**src/rtl/oh_fifo_sync_ctrl.sv**
```systemverilog
// Single-clock FIFO controller: pointers, flags and occupancy for an external dual-port
// memory with registered read data, adding one cycle of read latency plus a valid strobe.
module oh_fifo_sync_ctrl #(
    parameter int DW        = 104,
    parameter int DEPTH     = 32,
    parameter int AW        = 5,
    parameter int PROG_FULL = DEPTH - 4
) (
    input  logic          clk_i,
    input  logic          nreset_i,
    input  logic          clear_i,
    input  logic          wr_en_i,
    input  logic [DW-1:0] din_i,
    output logic          full_o,
    output logic          prog_full_o,
    input  logic          rd_en_i,
    output logic [DW-1:0] dout_o,
    output logic          valid_o,
    output logic          empty_o,
    output logic [AW:0]   count_o,
    output logic          overflow_o,
    output logic          underflow_o,
    output logic          mem_wr_en_o,
    output logic [AW-1:0] mem_wr_addr_o,
    output logic [DW-1:0] mem_wr_din_o,
    output logic [DW-1:0] mem_wr_wem_o,
    output logic          mem_rd_en_o,
    output logic [AW-1:0] mem_rd_addr_o,
    input  logic [DW-1:0] mem_rd_dout_i
);

    localparam logic [AW:0] PROG_FULL_LVL = (AW+1)'(PROG_FULL);

    logic [AW:0] wr_ptr_q, wr_ptr_d;
    logic [AW:0] rd_ptr_q, rd_ptr_d;
    logic [AW:0] count_q, count_d;
    logic        full_q, full_d;
    logic        empty_q, empty_d;
    logic        prog_full_q, prog_full_d;
    logic        valid_q, valid_d;
    logic        overflow_q, overflow_d;
    logic        underflow_q, underflow_d;
    logic        wr_go;
    logic        rd_go;

    // Handshake: wr_en is honoured only when the registered full flag is low and rd_en only
    // when the registered empty flag is low; a refused request is dropped and sets a sticky flag.
    assign wr_go = wr_en_i & ~full_q & ~clear_i & nreset_i;
    assign rd_go = rd_en_i & ~empty_q & ~clear_i & nreset_i;

    always_comb begin
        wr_ptr_d    = wr_ptr_q + (AW+1)'(wr_go);
        rd_ptr_d    = rd_ptr_q + (AW+1)'(rd_go);
        count_d     = count_q + (AW+1)'(wr_go) - (AW+1)'(rd_go);
        overflow_d  = overflow_q | (wr_en_i & full_q);
        underflow_d = underflow_q | (rd_en_i & empty_q);
        valid_d     = rd_go;
        if (clear_i) begin
            wr_ptr_d    = '0;
            rd_ptr_d    = '0;
            count_d     = '0;
            overflow_d  = 1'b0;
            underflow_d = 1'b0;
        end
        empty_d     = (wr_ptr_d == rd_ptr_d);
        full_d      = (wr_ptr_d[AW-1:0] == rd_ptr_d[AW-1:0]) && (wr_ptr_d[AW] != rd_ptr_d[AW]);
        prog_full_d = (count_d >= PROG_FULL_LVL);
    end

    always_ff @(posedge clk_i or negedge nreset_i) begin
        if (!nreset_i) begin
            wr_ptr_q    <= '0;
            rd_ptr_q    <= '0;
            count_q     <= '0;
            full_q      <= 1'b0;
            empty_q     <= 1'b1;
            prog_full_q <= 1'b0;
            valid_q     <= 1'b0;
            overflow_q  <= 1'b0;
            underflow_q <= 1'b0;
        end else begin
            wr_ptr_q    <= wr_ptr_d;
            rd_ptr_q    <= rd_ptr_d;
            count_q     <= count_d;
            full_q      <= full_d;
            empty_q     <= empty_d;
            prog_full_q <= prog_full_d;
            valid_q     <= valid_d;
            overflow_q  <= overflow_d;
            underflow_q <= underflow_d;
        end
    end

    assign mem_wr_en_o   = wr_go;
    assign mem_wr_addr_o = wr_ptr_q[AW-1:0];
    assign mem_wr_din_o  = din_i;
    assign mem_wr_wem_o  = '1;
    assign mem_rd_en_o   = rd_go;
    assign mem_rd_addr_o = rd_ptr_q[AW-1:0];

    assign dout_o      = mem_rd_dout_i;
    assign valid_o     = valid_q;
    assign full_o      = full_q;
    assign empty_o     = empty_q;
    assign prog_full_o = prog_full_q;
    assign count_o     = count_q;
    assign overflow_o  = overflow_q;
    assign underflow_o = underflow_q;

endmodule
```
**config.mk**
```make
export PLATFORM = sky130hd
export DESIGN_NAME = oh_fifo_sync_ctrl
export DESIGN_NICKNAME = d
export VERILOG_FILES = /design/src/rtl/oh_fifo_sync_ctrl.sv
export SDC_FILE = /design/constraint.sdc
export NUM_CORES = 1
export LEC_CHECK = 0
export CORE_AREA = 5 5 209 211
export CTS_CLUSTER_SIZE = 8
export DETAILED_ROUTE_END_ITERATION = 16
export DIE_AREA = 0 0 214 216
export MAX_ROUTING_LAYER = met4
export PLACE_DENSITY_LB_ADDON = 0.12
export SLEW_MARGIN = 40
export SYNTH_ARGS = -nofsm -noshare
export SYNTH_HDL_FRONTEND = slang
export SYNTH_SLANG_ARGS = --single-unit
```
**constraint.sdc**
```tcl
create_clock -name clk_i -period 3.16 [get_ports clk_i]
set_input_delay 0.632 -clock clk_i [delete_from_list [all_inputs] [get_ports clk_i]]
set_output_delay 0.632 -clock clk_i [all_outputs]
set_load 0.02 [all_outputs]
```
==> summary.txt <==
FF-to-FF End = prog_full_o$_DFF_PN0_
Critical Path AT = 2890 ps
CTS max path bufs = 2
Mean post-synth cell area = 8.37 um^2
Routed len/inst = 12.0 um
Antenna-violating nets left = 0
FF-to-FF setup slack = 750 ps
RSZ-0062 raised after global routing = false
Hold path cells = 2
Peak supply drop = 0.000158 V
Cell Rows = 75
Final setup TNS = 0 ps
Initial antenna violation count = 0
Starting density of the core = 9.01%
Port buffer count = 28
CP max-delay cell = clkdlybuf4s50_1
GRT Total Usage = 3.88%
Detailed Route Iter0 Violations = 47
Compound-gate portion of the synthesized area = 2.51%
CP Capture Type = flop
# hold bufs at CTS = 0
Worst-Skew Late Latency = 270 ps
GP Congestion = 0.635
Ys flop type = dfrtp_1
Fmax = 366 MHz
Reg2reg start = empty_o$_DFF_PN1_
Synth Area in XOR/XNOR = 4.18%
DR vias/cell = 1.94
Kind of critical path = input pin to flop
Crit. Startpoint = wr_en_i
Setup crit start kind = input pin
DRT Wirelength = 9620 um
Post-synthesis sequential area ratio = 16.1%
DIE WIDTH = 214 um
Die height = 216 um
Fraction of layout cells with a size suffix above 1 = 6.49%
Worst stage delay on the critical path = 510 ps
Pin count of the biggest net entering global routing = 22
Post-synth EDFFs = 0
Clk_skew = 3.67 ps
Worst Hold End = overflow_o$_DFF_PN0_
Fin crit period = 2730 ps
Clock transition at path regs = 70 ps
Worst min path class = flop to flop
Layout area overhead = -25.2%
Post-synthesis register bit count = 24
Main combinational cell family by area after synthesis = buffers and inverters
Cells along the critical path = clkdlybuf4s50_1 -> nand2b_1 -> xnor2_1 -> nor2_1 -> ha_1 -> inv_1 -> fa_1 -> nor2b_1 -> o21ai_1 -> a21boi_0 -> nor3_1 -> a31o_1
Worst path required time = 3320 ps
Crit path max fanout = 3
First-pass GRT wire length = 12600 um
Final Max Slew Viols = 0
Status = complete, no violations
Reg2Reg Depth = 11
Synth Area in Simple Gates = 7.65%
Cell variety after synth = 37
Synthesized area = 3740 um^2
Asr flop ratio synth = 100%
# DRC = 0
CTS Sinks = 24
Leak Pwr = 1.13 nW
DR pass1 iterations = 4
Design Power = 1.09 mW
Vias in the first global route = 1628
PostCTS Resize Cnt = 0
H-tree depth = 1
Die area = 46200 um^2
Total number of yosys warnings = 0
Antenna Cells = 0
Total gr overflow = 0
Mux cell area share after synthesis = 0.368%
Max-Cap Viols = 0
CTS tree = yes
I/O pins = 549
Cell Pwr Density = 387 nW/um^2
Layout net count = 485
Synth Area in Adders = 3.21%
Post-CTS setup buffers = 0
DPL Wire Length = 8270 um
Final Setup Violations = 0
Hold path start = overflow_o$_DFF_PN0_
Core Region = 41600 um^2
Period utilization = 86.4%
Syn Inst Count = 447
Inst Count DP = 797
Final cell count without fillers = 801
CTS buffer count = 3
Vias = 1551
Root Driver = clkbuf_16
Hold Fails Final Rpt = 0
-- cells by family (layout without fill, tap and decap cells) --
family / count (synthesis) / count (layout)
AO/OA/AOI/OAI: 13 / 13
XOR/XNOR: 17 / 17
adder cells (fa/ha/maj): 9 / 9
buffers and inverters: 333 / 45
flip-flops: 24 / 24
multiplexers: 1 / 1
other: 1 / 104
AND/OR/NAND/NOR: 49 / 49
-- routing by layer --
layer / track usage [%] / share of wire (%) / up-vias
met3: 3.52 / 20 / 95
met1: 2.86 / 27 / 645
li1: - / - / 584
met4: 3.89 / 9.4 / 0
met5: - / 0 / -
met2: 5.43 / 44 / 227
-- worst max-delay path by stage --
stage | end | slack [ps]
6_report | prog_full_o$_DFF_PN0_ | 430
5_1_grt | prog_full_o$_DFF_PN0_ | 290
4_1_cts | prog_full_o$_DFF_PN0_ | 400
3_5_place_dp | prog_full_o$_DFF_PN0_ | 120
3_3_place_gp | prog_full_o$_DFF_PN0_ | 110
2_1_floorplan | empty_o$_DFF_PN1_ | 300
-- metrics by stage --
stage	area [um^2]	hold WS, ps	util [%]	worst slack (ps)
floorplan	4130	336	-	296
global placement	2700	501	6.49	109
detailed placement	2700	520	6.49	120
CTS	2800	538	6.74	395
global route	2800	565	6.74	291
finish	2800	534	6.74	429
-- registers in the layout (all words and copies together) (netlist names) --
signal / cells
count_o: 6
empty_o: 1
full_o: 1
overflow_o: 1
prog_full_o: 1
rd_ptr_q: 6
underflow_o: 1
valid_o: 1
wr_ptr_q: 6
-- worst max-delay path: cells and delay by family --
kind / cells / cell delay [ps]
AND/OR/NAND/NOR: 4 / 490
adder cells (fa/ha/maj): 2 / 540
buffers and inverters: 2 / 560
AO/OA/AOI/OAI: 3 / 500
XOR/XNOR: 1 / 150
-- layout by cell type (no fill, tap or decap), types with 2 or more instances in the layout --
master and count:
dfrtp_1 23, xnor2_1 13, nand3_1 4, clkbuf_16 3, a21o_1 2, conb_1 104
nor2b_1 6, nor3b_1 2, ha_1 8, clkdlybuf4s50_1 26, and2_1 2, or3b_1 2
nand2b_1 5, buf_4 7, inv_1 7, a31o_1 2, xor2_1 3, a21oi_1 4
nor3_1 3, nand2_1 4, nor2_1 16
-- power by group --
group / leakage [nW] / internal [mW] / switching (mW)
clock: 0.0511 / 0.252 / 0.124
combinational: 0.749 / 0.110 / 0.242
sequential: 0.326 / 0.332 / 0.0234
total: 1.13 / 0.695 / 0.390
-- final cells by class --
type	instances	area (um^2)
Timing Repair Buffer	34	333
Fill cell	4896	38800
Tap cell	539	674
Inverter	7	26.3
Sequential cell	24	602
Clock inverter	1	30.0
Multi-Input combinational cell	193	1060
Clock buffer	3	75.1
-- synth_stat cells (2+ instances only) --
| library cell | count | share of area, % |
|---|---|---|
| nor2b_1 | 6 | 1.0 |
| ha_1 | 8 | 2.7 |
| a31o_1 | 2 | 0.47 |
| nand3_1 | 4 | 0.53 |
| a21oi_1 | 4 | 0.53 |
| nor2_1 | 16 | 1.6 |
| buf_4 | 322 | 65 |
| a21o_1 | 2 | 0.40 |
| and2_1 | 2 | 0.33 |
| nand2_1 | 4 | 0.40 |
| xor2_1 | 3 | 0.70 |
| nor3_1 | 3 | 0.40 |
| nand2b_1 | 5 | 0.84 |
| or3b_1 | 2 | 0.47 |
| dfrtp_1 | 23 | 15 |
| inv_1 | 7 | 0.70 |
| nor3b_1 | 2 | 0.40 |
| xnor2_1 | 13 | 3.0 |
(Power assumes the default switching activity.)
